<file path="src/rtl/sump_tx_serializer_if.sv">
// ============================================================================
// Module   : sump_tx_serializer_if
// Brief    : Sample-word, reply-request and UART byte handshake bundle for the
//            SUMP return-path serializer. meta_req_i exists only when
//            LOGIP_TX_METADATA_EN is defined.
// Revision : 1.0 - initial release
// ============================================================================
`default_nettype none

interface sump_tx_serializer_if;
    logic [31:0] data_i;
    logic        data_valid_i;
    logic        data_ready_o;
    logic [3:0]  group_dis_i;
    logic        id_req_i;
`ifdef LOGIP_TX_METADATA_EN
    logic        meta_req_i;
`endif
    logic [7:0]  tx_data_o;
    logic        tx_valid_o;
    logic        tx_ready_i;
    logic        busy_o;

`ifdef LOGIP_TX_METADATA_EN
    modport slave (
        input  data_i, data_valid_i, group_dis_i, id_req_i, meta_req_i, tx_ready_i,
        output data_ready_o, tx_data_o, tx_valid_o, busy_o
    );
    modport master (
        output data_i, data_valid_i, group_dis_i, id_req_i, meta_req_i, tx_ready_i,
        input  data_ready_o, tx_data_o, tx_valid_o, busy_o
    );
`else
    modport slave (
        input  data_i, data_valid_i, group_dis_i, id_req_i, tx_ready_i,
        output data_ready_o, tx_data_o, tx_valid_o, busy_o
    );
    modport master (
        output data_i, data_valid_i, group_dis_i, id_req_i, tx_ready_i,
        input  data_ready_o, tx_data_o, tx_valid_o, busy_o
    );
`endif

endinterface

`default_nettype wire

</file>
<file path="src/rtl/sump_tx_serializer.sv">
// ============================================================================
// Module   : sump_tx_serializer
// Brief    : Serializes 32-bit sample words (with group-disable mask) and SUMP
//            ID / metadata replies into a byte stream for the UART TX.
//            Optional metadata reply: define LOGIP_TX_METADATA_EN.
// Revision : 1.0 - initial release
// ============================================================================
`default_nettype none

module sump_tx_serializer #(
    parameter int SAMPLE_WIDTH = 32,
    parameter int MEM_DEPTH    = 4096
) (
    input  logic                 clk_i,
    input  logic                 rst_in,
    sump_tx_serializer_if.slave  bus
);

    localparam logic [1:0] c_ST_IDLE = 2'd0;
    localparam logic [1:0] c_ST_DATA = 2'd1;
    localparam logic [1:0] c_ST_ID   = 2'd2;
`ifdef LOGIP_TX_METADATA_EN
    localparam logic [1:0] c_ST_META   = 2'd3;
    localparam logic [3:0] c_META_LAST = 4'd12;
    localparam logic [31:0] c_DEPTH_BYTES = 32'(MEM_DEPTH * 4);
`endif

    // Byte lanes are hard-wired to four groups of eight bits.
    if (SAMPLE_WIDTH != 32 || MEM_DEPTH < 1) begin : g_bad_cfg
        $error("sump_tx_serializer: SAMPLE_WIDTH must be 32 and MEM_DEPTH positive");
    end

    logic [1:0]  r_state;
    logic [1:0]  r_idx;
    logic [31:0] r_word;
    logic [3:0]  r_dis;
    logic        r_id_pend;
    logic [7:0]  r_tx_data;
    logic        r_tx_valid;
`ifdef LOGIP_TX_METADATA_EN
    logic        r_meta_pend;
    logic [3:0]  r_meta_idx;
`endif

    logic        w_any_pend;
    logic        w_tx_fire;
    logic [1:0]  w_first_idx;
    logic [1:0]  w_next_idx;
    logic        w_next_found;
    logic [1:0]  w_idx_inc;

    function automatic logic [7:0] f_word_byte(input logic [31:0] word, input logic [1:0] idx);
        return word[{idx, 3'b000} +: 8];
    endfunction

    function automatic logic [7:0] f_id_byte(input logic [1:0] idx);
        case (idx)
            2'd0:    return 8'h31;
            2'd1:    return 8'h41;
            2'd2:    return 8'h4C;
            default: return 8'h53;
        endcase
    endfunction

`ifdef LOGIP_TX_METADATA_EN
    // Metadata reply: device name "logIP", sample memory size in bytes, end marker.
    function automatic logic [7:0] f_meta_byte(input logic [3:0] idx);
        case (idx)
            4'd0:    return 8'h01;
            4'd1:    return 8'h6C;
            4'd2:    return 8'h6F;
            4'd3:    return 8'h67;
            4'd4:    return 8'h49;
            4'd5:    return 8'h50;
            4'd6:    return 8'h00;
            4'd7:    return 8'h21;
            4'd8:    return c_DEPTH_BYTES[31:24];
            4'd9:    return c_DEPTH_BYTES[23:16];
            4'd10:   return c_DEPTH_BYTES[15:8];
            4'd11:   return c_DEPTH_BYTES[7:0];
            default: return 8'h00;
        endcase
    endfunction

    assign w_any_pend = r_id_pend | r_meta_pend;
`else
    assign w_any_pend = r_id_pend;
`endif

    assign w_tx_fire = r_tx_valid & bus.tx_ready_i;
    assign w_idx_inc = r_idx + 2'd1;

    // Lowest enabled group of the incoming word; only meaningful when not all disabled.
    always_comb begin
        w_first_idx = 2'd0;
        for (int g = 3; g >= 0; g--) begin
            if (!bus.group_dis_i[g]) begin
                w_first_idx = 2'(g);
            end
        end
    end

    // Next enabled group strictly above the current one; no wrap past group 3.
    always_comb begin
        w_next_found = 1'b0;
        w_next_idx   = r_idx;
        for (int g = 3; g >= 1; g--) begin
            if (g > int'(r_idx) && !r_dis[g]) begin
                w_next_found = 1'b1;
                w_next_idx   = 2'(g);
            end
        end
    end

    always_ff @(posedge clk_i or negedge rst_in) begin
        if (!rst_in) begin
            r_state    <= c_ST_IDLE;
            r_idx      <= 2'd0;
            r_word     <= 32'd0;
            r_dis      <= 4'd0;
            r_id_pend  <= 1'b0;
            r_tx_data  <= 8'h00;
            r_tx_valid <= 1'b0;
`ifdef LOGIP_TX_METADATA_EN
            r_meta_pend <= 1'b0;
            r_meta_idx  <= 4'd0;
`endif
        end else begin
            case (r_state)
                c_ST_IDLE: begin
                    if (r_id_pend) begin
                        r_state   <= c_ST_ID;
                        r_id_pend <= 1'b0;
                        r_idx     <= 2'd0;
`ifdef LOGIP_TX_METADATA_EN
                    end else if (r_meta_pend) begin
                        r_state     <= c_ST_META;
                        r_meta_pend <= 1'b0;
                        r_meta_idx  <= 4'd0;
`endif
                    end else if (bus.data_valid_i) begin
                        r_word <= bus.data_i;
                        r_dis  <= bus.group_dis_i;
                        r_idx  <= w_first_idx;
                        if (bus.group_dis_i != 4'hF) begin
                            r_state <= c_ST_DATA;
                        end
                    end
                end

                c_ST_DATA: begin
                    if (!r_tx_valid) begin
                        r_tx_valid <= 1'b1;
                        r_tx_data  <= f_word_byte(r_word, r_idx);
                    end else if (w_tx_fire) begin
                        if (w_next_found) begin
                            r_idx     <= w_next_idx;
                            r_tx_data <= f_word_byte(r_word, w_next_idx);
                        end else begin
                            r_tx_valid <= 1'b0;
                            r_state    <= c_ST_IDLE;
                        end
                    end
                end

                c_ST_ID: begin
                    if (!r_tx_valid) begin
                        r_tx_valid <= 1'b1;
                        r_tx_data  <= f_id_byte(r_idx);
                    end else if (w_tx_fire) begin
                        if (r_idx == 2'd3) begin
                            r_tx_valid <= 1'b0;
                            r_state    <= c_ST_IDLE;
                        end else begin
                            r_idx     <= w_idx_inc;
                            r_tx_data <= f_id_byte(w_idx_inc);
                        end
                    end
                end

`ifdef LOGIP_TX_METADATA_EN
                c_ST_META: begin
                    if (!r_tx_valid) begin
                        r_tx_valid <= 1'b1;
                        r_tx_data  <= f_meta_byte(r_meta_idx);
                    end else if (w_tx_fire) begin
                        if (r_meta_idx == c_META_LAST) begin
                            r_tx_valid <= 1'b0;
                            r_state    <= c_ST_IDLE;
                        end else begin
                            r_meta_idx <= r_meta_idx + 4'd1;
                            r_tx_data  <= f_meta_byte(r_meta_idx + 4'd1);
                        end
                    end
                end
`endif

                default: begin
                    r_tx_valid <= 1'b0;
                    r_state    <= c_ST_IDLE;
                end
            endcase

            // Placed after the state logic so a pulse landing on the clearing cycle is kept.
            if (bus.id_req_i) begin
                r_id_pend <= 1'b1;
            end
`ifdef LOGIP_TX_METADATA_EN
            if (bus.meta_req_i) begin
                r_meta_pend <= 1'b1;
            end
`endif
        end
    end

    assign bus.data_ready_o = rst_in & (r_state == c_ST_IDLE) & ~w_any_pend;
    assign bus.busy_o       = (r_state != c_ST_IDLE) | w_any_pend;
    assign bus.tx_data_o    = r_tx_data;
    assign bus.tx_valid_o   = r_tx_valid;

endmodule

`default_nettype wire

</file>
<file path="src/flat_wrapper.sv">
// flat-port wrapper written by rule: the top's interface ports become plain ports
module sump_tx_serializer_flat 
#(
    parameter int SAMPLE_WIDTH = 32,
    parameter int MEM_DEPTH    = 4096
)
  (clk_i, rst_in, bus_data_i, bus_data_valid_i, bus_group_dis_i, bus_id_req_i, bus_tx_ready_i, bus_data_ready_o, bus_tx_data_o, bus_tx_valid_o, bus_busy_o);
  sump_tx_serializer_if bus_i ();
  input  logic clk_i;
  input  logic rst_in;
  input wire logic [$bits(bus_i.data_i)-1:0] bus_data_i;
  input wire logic [$bits(bus_i.data_valid_i)-1:0] bus_data_valid_i;
  input wire logic [$bits(bus_i.group_dis_i)-1:0] bus_group_dis_i;
  input wire logic [$bits(bus_i.id_req_i)-1:0] bus_id_req_i;
  input wire logic [$bits(bus_i.tx_ready_i)-1:0] bus_tx_ready_i;
  output wire logic [$bits(bus_i.data_ready_o)-1:0] bus_data_ready_o;
  output wire logic [$bits(bus_i.tx_data_o)-1:0] bus_tx_data_o;
  output wire logic [$bits(bus_i.tx_valid_o)-1:0] bus_tx_valid_o;
  output wire logic [$bits(bus_i.busy_o)-1:0] bus_busy_o;
  assign bus_i.data_i = bus_data_i;
  assign bus_i.data_valid_i = bus_data_valid_i;
  assign bus_i.group_dis_i = bus_group_dis_i;
  assign bus_i.id_req_i = bus_id_req_i;
  assign bus_i.tx_ready_i = bus_tx_ready_i;
  assign bus_data_ready_o = bus_i.data_ready_o;
  assign bus_tx_data_o = bus_i.tx_data_o;
  assign bus_tx_valid_o = bus_i.tx_valid_o;
  assign bus_busy_o = bus_i.busy_o;
  sump_tx_serializer #(.SAMPLE_WIDTH(SAMPLE_WIDTH), .MEM_DEPTH(MEM_DEPTH)) u_core (.clk_i(clk_i), .rst_in(rst_in), .bus(bus_i));
endmodule
</file>
<file path="config.mk">
export PLATFORM = sky130hd
export DESIGN_NAME = sump_tx_serializer_flat
export DESIGN_NICKNAME = d
export VERILOG_FILES = /design/src/rtl/sump_tx_serializer_if.sv /design/src/rtl/sump_tx_serializer.sv /design/src/flat_wrapper.sv
export SDC_FILE = /design/constraint.sdc
export NUM_CORES = 1
export LEC_CHECK = 0
export ABC_AREA = 0
export BUFFER_PORTS_ARGS = -buffer_cell sky130_fd_sc_hd__buf_2
export CORE_ASPECT_RATIO = 2
export CORE_MARGIN = 5
export CORE_UTILIZATION = 45
export CTS_BUF_LIST = sky130_fd_sc_hd__clkbuf_4
export DETAILED_ROUTE_END_ITERATION = 6
export GPL_TIMING_DRIVEN = 0
export PLACE_DENSITY = 0.71
export SKIP_LAST_GASP = 1
export SYNTH_ARGS = -nofsm -noshare
export SYNTH_HDL_FRONTEND = slang
export SYNTH_SLANG_ARGS = --single-unit
</file>
<file path="constraint.sdc">
create_clock -name clk_i -period 3.1 [get_ports clk_i]
set_input_delay 0.775 -clock clk_i [delete_from_list [all_inputs] [get_ports clk_i]]
set_output_delay 0.775 -clock clk_i [all_outputs]
set_load 0.005 [all_outputs]
</file>
# Word-level counts from Yosys, hierarchy flattened
# Cells that the tools add are included.
# W data, S select, Z words.
[totals]
ff_bits = 50
inputBits = 41
output_inout_bits = 11
elab_cells = 104
[op_classes]
n_addsub = 1
order_cmp = 3
eq_ne = 22
shift = 2
mux = 47
bitwise_logic = 5
n_reduce_logical = 17
[ops]
columns = ["op", "n"]
rows = [
  ["$shiftx A32 B6 Y8", 2],
  ["$mux W2", 24],
  ["$mux W8", 6],
  ["$pmux W7 S3", 2],
  ["$pmux W8 S2", 1],
  ["$reduce_and A8 Y1", 2],
  ["$ne A2 B1 Y1 const B", 6],
  ["$ne A3 B3 Y1 const B", 4],
  ["$pmux W2 S3", 2],
  ["$mux W1", 11],
  ["$eq A2 B2 Y1 const B", 4],
  ["$eq A2 B1 Y1 const B", 3],
  ["$logic_not A2 Y1", 3],
  ["$reduce_bool A2 Y1", 3],
  ["$reduce_and A5 Y1", 1],
  ["$gt A2 B2 Y1 const A", 2],
  ["$ne A2 B2 Y1 const B", 2],
  ["$ne A4 B4 Y1 const B", 1],
  ["$and A1 B1 Y1", 3],
  ["$logic_and A1 B1 Y1", 3],
  ["$logic_not A1 Y1", 3],
  ["$ne A3 B1 Y1 const B", 1],
  ["$ne A3 B2 Y1 const B", 1],
  ["$pmux W1 S3", 1],
  ["6 further kinds", 6],
]

# Longest topological paths before layout
# Gate-level depths: netlist (run 1).
[logic_depth]
depth_word = 10
mapped_depth = 9
depth_no_buf = 9

# Worst setup path before layout (run 1)
# Ideal clock, no wire load.
[synth_timing]
kind = "register -> register"
start = "reg u_core.r_idx[0]"
end = "reg u_core.r_tx_data[0], in the netlist u_core.bus.tx_data_o[0]"
t_arrival_ns = 2.200
required_ns = 2.974
path_slack_ns = 0.774
path_stages_with_launch = 9
path_buffers = 1
synth_period_minus_slack_ns = 2.326
cell_sequence = "dfrtp_1 > inv_1 > ha_1 > nor2_2 > o311ai_4 > buf_12 > mux2i_1 > mux2i_1 > a221o_1"
[synth_via]
elab_chain_cells = 10
[synth_lines]
columns = ["element", "line_no", "text"]
rows = [
  ["start: declaration", "sump_tx_serializer.sv:34", "logic [1:0] r_idx;"],
  ["start signal: assignment", "sump_tx_serializer.sv:144", "r_idx <= w_first_idx;"],
  ["start signal: assignment", "sump_tx_serializer.sv:157", "r_idx <= w_next_idx;"],
  ["start signal: assignment", "sump_tx_serializer.sv:175", "r_idx <= w_idx_inc;"],
  ["$gt A2 B2 Y1", "sump_tx_serializer.sv:108", "if (g > int'(r_idx) && !r_dis[g]) begin"],
  ["$logic_and A1 B1 Y1", "sump_tx_serializer.sv:108", ""],
  ["$mux W2 (3 in a row)", "sump_tx_serializer.sv:108", ""],
  ["$shiftx A32 B6 Y8", "sump_tx_serializer.sv:53", "return word[{idx, 3'b000} +: 8];"],
  ["$mux W8", "sump_tx_serializer.sv:156", "if (w_next_found) begin"],
  ["$mux W8", "sump_tx_serializer.sv:155", "end else if (w_tx_fire) begin"],
  ["$mux W8", "sump_tx_serializer.sv:152", "if (!r_tx_valid) begin"],
  ["$pmux W8 S2", "sump_tx_serializer.sv:129", "case (r_state)"],
  ["end signal: assignment", "sump_tx_serializer.sv:154", "r_tx_data <= f_word_byte(r_word, r_idx);"],
  ["end signal: assignment", "sump_tx_serializer.sv:158", "r_tx_data <= f_word_byte(r_word, w_next_idx);"],
  ["end signal: assignment", "sump_tx_serializer.sv:169", "r_tx_data <= f_id_byte(r_idx);"],
  ["end: declaration", "sump_tx_serializer.sv:38", "logic [7:0] r_tx_data;"],
]
# Several ways; a longest one is shown, not always the timed one. The select of a mux whose other input is x is not followed.
# A chain may end at the register's enable or synchronous reset.

# Worst setup path after layout (run 1)
# Same ends and word-level chain as after synthesis.

==> metrics, run 1 <==
status finished clean; Final Max Slew Viols 0; post-synthesis register bit count 49; post-route ant nets 0; Switch Pwr 1100 uW; largest net degree at the start of global routing 51; Starting DRT DRC Count 55; post-synth top area cell dfrtp_1; WL/cell 18.5 um; setup_tns 0 ps; Filler cells 548; Synth Cell Area 0.00265 mm^2; min Tclk post-route 2920 ps; IO buf count 51; Leakage 0.00148 uW; Crit. Startpoint u_core.r_idx[0]; dpl ws 186 ps; area post-placement 0.00298 mm^2; Synth top cells by count dfrtp_1, mux2_2, mux2i_1; cts bufs inserted 5; Starting Density 0.464; fraction of layout cells with a size suffix above 1 0.398; core region area 0.00571 mm^2; synthesized instance count 212; routed vias/inst 5.64; Layout Nets 323; setup repair bufs after CTS 0; Combinational Power Share 0.508; Synth Area per Inst 12.5 um^2; critical path type register to register; first-pass GRT wire length 9840 um; Antenna Cells 0; Cell Rows 39; Post-synth EDFFs 0; die height 119 um; # resized after CTS 0; DR pass1 iterations 4; hold buffers post-CTS 0; Final Cycle Share 0.943; worst skew pair latency 370 ps; Max Root-Sink Buffers 2; RR Startpoint u_core.r_idx[0]; final worst slack 176 ps; Die Wd 64.3 um; max cap viols 0; CTS Sinks 49; Mapped Nets 265; final setup violation count 0; CP Max Fanout 10; CTS root buf clkbuf_4; Hold Fails Final Rpt 0; Yosys cell types 40; Vias 1860; clk_skew 13.6 ps; top cell type's share of synthesized area 0.462; H-tree level count 2; post-route cell area 0.00303 mm^2; Switching Share 0.385; worst path arrival time 3200 ps; sequential area share after synthesis 0.462; Pwr Density 947 mW/mm^2; DRC 0; critical path launch point type register; Reg clk slew, reported paths 140 ps; most frequent cell after synthesis dfrtp_1; RD Place Congestion 0.871; area grow syn2layout 14.1%; die footprint 0.00762 mm^2; RSZ-0062 raised after global routing false; antenna violations before repair 0; Clk pwr share 0.095; top cells by area, synth dfrtp_1, mux2_2, mux2i_1; Async SR Flop Fraction 1.00; fmax 0.342 GHz; crit path capture type register; worst min path class register to register; hold slack final 519 ps; Main synth FF type dfrtp_1; Seq pwr share 0.397; Worst-Margin Slew 1090 ps; final WL 6090 um; synth warn 0; Top-Level Pins 52; hpwl dp 4710 um; CTS tree built; total congestion overflow 0; Pint 1760 uW; WP data required 3370 ps; overall routing resource usage 0.166; hold_sp u_core.r_word[31]; VDD IR-drop max 0.530 mV; vias in the first global route 2010; Slew headroom 0.271
## registers in the layout (all words and copies together) (netlist names)
register and count:
u_core.r_word 32, u_core.bus.tx_data_o 8, u_core.r_dis 3, u_core.r_idx 2, u_core.r_state 2, u_core.bus.tx_valid_o 1
u_core.r_id_pend 1
## cell usage in the layout, fill, tap and decap left out, drive strengths merged, types with 3 or more instances in the layout
master	synthesis	layout
a22o	3	3
o21ai	11	11
a2111oi	3	3
ha	12	12
clkbuf	3	8
nor2	8	8
buf	3	54
inv	11	11
mux2i	30	30
a221o	5	5
mux2	37	37
dfrtp	49	49
nor3	4	4
nand2	10	10
## routing by layer
metal | vias up | share of wire | track usage
met1 | 920 | 0.36 | 0.169
met3 | 16 | 0.026 | 0.0332
li1 | 886 | - | -
met2 | 38 | 0.57 | 0.305
met4 | 0 | 0.042 | 0.0854
met5 | - | 0 | 0
## final timing paths
| kind | end | slack [ps] | cells past startpoint |
|---|---|---|---|
| min in group asynchronous | u_core.r_word[1] | 600 | 1 |
| max reg2reg | u_core.bus.tx_data_o[0] | 180 | 8 |
| max | u_core.bus.tx_data_o[0] | 180 | 8 |
| max in group asynchronous | u_core.r_word[11] | 1830 | 1 |
| min | u_core.r_word[31] | 520 | 1 |
| min reg2reg | u_core.r_word[31] | 520 | 1 |
## power groups by stage
stage / Clock [uW] / Combinational [uW] / Sequential, uW
floorplan: 0 / 1110 / 1100
global placement: 0 / 1440 / 1140
detailed placement: 0 / 1470 / 1150
CTS: 285 / 1470 / 1140
global route: 313 / 1600 / 1180
finish: 273 / 1460 / 1140
## per-stage QoR
step           power, uW   util  instances
2_1_floorplan       2210      -        212
3_3_place_gp        2580  0.522        324
3_5_place_dp        2630  0.522        324
4_1_cts             2900  0.530        330
5_1_grt             3090  0.530        330
6_report            2860  0.530        330
## cells by family after synthesis
logic type | after synthesis | synth area share
DFF | 49 | 0.462
adders and majority gates | 12 | 0.0566
muxes | 67 | 0.270
AOI/OAI and AO/OA | 34 | 0.115
and+or+nand+nor | 33 | 0.0632
buffers and inverters | 17 | 0.0321
## critical path: stages, from the launching register on
cell      delay (ps)
dfrtp_1          490
inv_1            280
ha_1             330
nor2_2           100
o311ai_4         560
buf_12           220
mux2i_1          380
mux2i_1          120
a221o_1          330
## final cells by class
type                            instances  area [um^2]  area share
Clock inverter                          1         5.00     0.00165
Clock buffer                            5         37.5      0.0124
Buffer                                  6         43.8      0.0145
Inverter                               11         41.3      0.0136
Sequential cell                        49         1230       0.405
Timing Repair Buffer                   51          255      0.0844
Tap cell                               61         76.3      0.0252
Multi-Input combinational cell        146         1340       0.443
Note: power is estimated with default switching activity, not from simulation.
==> run 2: changes to the inputs <==
Settings changed: PLACE_DENSITY 0.71 to unset, PLACE_DENSITY_LB_ADDON set to 0.15.
==> metrics, run 2 (same netlist as run 1, synthesis figures left out) <==
status finished clean; # resized after CTS 0 (unchanged); setup_tns 0 ps (unchanged); total congestion overflow 0 (unchanged); Switching Share 0.374 (-0.0109); DR pass1 iterations 4 (unchanged); crit path capture type register; CTS Sinks 49 (unchanged); Antenna Cells 0 (unchanged); reg-to-reg slack, setup 230 ps (+60 ps); Combinational Power Share 0.488 (-0.020); Cell Rows 39 (unchanged); FF-to-FF path depth 8 (unchanged); CP Max Fanout 10 (unchanged); worst skew pair latency 360 ps (about the same); Switch Pwr 1110 uW (+0.47%); Leakage 0.00150 uW (+1.3%); clk_skew 7.70 ps (-5.87 ps); Slew headroom 0.262 (-0.00971); DRC 0 (unchanged); Starting DRT DRC Count 97 (+76%); WL/cell 17.5 um (-5.0%); setup repair bufs after CTS 0 (unchanged); Vias 1845 (-0.81%); slowest CP cell o311ai_4; overall routing resource usage 0.158 (-0.00862); routed vias/inst 5.56 (-1.4%); Starting Density 0.464 (unchanged); Reg area 0.00123 mm^2 (unchanged); cts bufs inserted 5 (unchanged); CP peak stage delay 580 ps (+20 ps); Clk pwr share 0.128 (+0.033); post-route ant nets 0 (unchanged); final WL 5820 um (-4.4%); hpwl dp 4560 um (-3.3%); CTS tree built; die height 119 um (unchanged); Reg clk slew, reported paths 150 ps (about the same); Top-Level Pins 52 (unchanged); vias in the first global route 1989 (-1.0%); critical path launch point type register; Pint 1850 uW (+5.2%); hold_sp u_core.r_word[7]; hold buffers post-CTS 0 (unchanged); fmax 0.349 GHz (+2.0%); Final Max Slew Viols 0 (unchanged); Die Wd 64.3 um (unchanged); area grow syn2layout 15.6%; Hold Path Sink u_core.r_word[7]; Non-Filler Instances 332 (+0.61%); WP data required 3360 ps (about the same); final setup violation count 0 (unchanged); max cap viols 0 (unchanged); multi-input logic area 0.00134 mm^2 (unchanged); core region area 0.00571 mm^2 (unchanged); Pwr Density 967 mW/mm^2 (+2.1%); Reg with most FFs u_core.r_word; dpl ws 201 ps (+15.0 ps); hold slack final 525 ps (+6.20 ps); fraction of layout cells with a size suffix above 1 0.402 (+0.00444); CP Cell Sequence inv_1 -> ha_1 -> nor2_2 -> o311ai_4 -> buf_12 -> mux2i_1 -> mux2i_1 -> a221o_1; Filler cells 534 (-2.6%); worst min path class register to register; cell mode on critical path mux2i_1; critical path type register to register; min Tclk post-route 2870 ps (-58.7 ps); largest net degree at the start of global routing 51 (unchanged); Max Root-Sink Buffers 2 (unchanged); max reg flops 32 (unchanged); H-tree level count 2 (unchanged); commonest non-fill, non-tap cells in the layout buf_2, dfrtp_1, mux2_2; Seq pwr share 0.384 (-0.013); cell count after placement 324 (unchanged); RD Place Congestion 0.846 (-2.9%); RR Startpoint u_core.r_idx[0]; most common cell after layout, fill and taps aside buf_2; IO buf count 51 (unchanged); VDD IR-drop max 0.583 mV (+10%); worst path arrival time 3120 ps (-80 ps); Worst-Margin Slew 1110 ps (+14.6 ps); final worst slack 234 ps (+58.7 ps); Final Cycle Share 0.924 (-0.0189); first-pass GRT wire length 9520 um (-3.2%); Layout Nets 323 (unchanged); RSZ-0062 raised after global routing false; CTS root buf clkbuf_4; die footprint 0.00762 mm^2 (unchanged); Hold Fails Final Rpt 0 (unchanged); hold depth 1 (unchanged); Core Util, Final 0.537 (+0.00679); antenna violations before repair 0 (unchanged); end of the worst register-to-register path u_core.bus.tx_data_o[4]
## run 2: cell count changes in the layout (fill, tap and decap cells not counted), sizes merged
cell | before | now
bufinv | 0 | 1
inv | 11 | 12
## run 2: worst max-delay path by stage
stage	startpoint	end	slack, ps	depth (start not counted)
after floorplan	u_core.r_idx[0]	u_core.bus.tx_data_o[0]	770	8
after global placement	u_core.r_idx[0]	u_core.bus.tx_data_o[4]	210	8
after detailed placement	u_core.r_idx[0]	u_core.bus.tx_data_o[4]	200	8
after CTS	u_core.r_idx[0]	u_core.bus.tx_data_o[4]	170	8
after global routing	u_core.r_idx[0]	u_core.bus.tx_data_o[3]	70	8
final	u_core.r_idx[0]	u_core.bus.tx_data_o[4]	230	8
## run 2: cell type report
class | count | share of cell area
timing repair buffer | 51 | 0.0833
tap | 61 | 0.0249
multi-input combinational | 146 | 0.437
clock inverter | 3 | 0.0143
sequential | 49 | 0.400
buffer | 6 | 0.0143
clock buffer | 5 | 0.0122
inverter | 11 | 0.0135
## run 2: stage by stage
stage / power, uW / area, um^2
2_1_floorplan: 2210 / 2650
3_3_place_gp: 2600 / 2980
3_5_place_dp: 2630 / 2980
4_1_cts: 3010 / 3060
5_1_grt: 3200 / 3060
6_report: 2960 / 3060
## run 2: power by group through the flow
stage | sequential [uW] | clock (uW) | combinational, uW
floorplan | 1100 | 0 | 1110
global placement | 1150 | 0 | 1450
detailed placement | 1160 | 0 | 1470
CTS | 1140 | 394 | 1480
global route | 1180 | 423 | 1600
finish | 1140 | 379 | 1450
## run 2: critical path: cells and delay by family, from the launching register on
family | cells | cell delay, ps
multiplexers | 2 | 460
AND/OR/NAND/NOR | 1 | 100
adder cells (fa/ha/maj) | 1 | 320
buffers and inverters | 2 | 490
flip-flops | 1 | 490
AO/OA/AOI/OAI | 2 | 900
## run 2: layer usage
metal / GRT usage / vias up / share of wire
li1: - / 887 / -
met1: 0.179 / 897 / 0.38
met3: 0.0275 / 8 / 0.043
met4: 0.0573 / 0 / 0.020
met2: 0.284 / 53 / 0.56
met5: 0 / - / 0
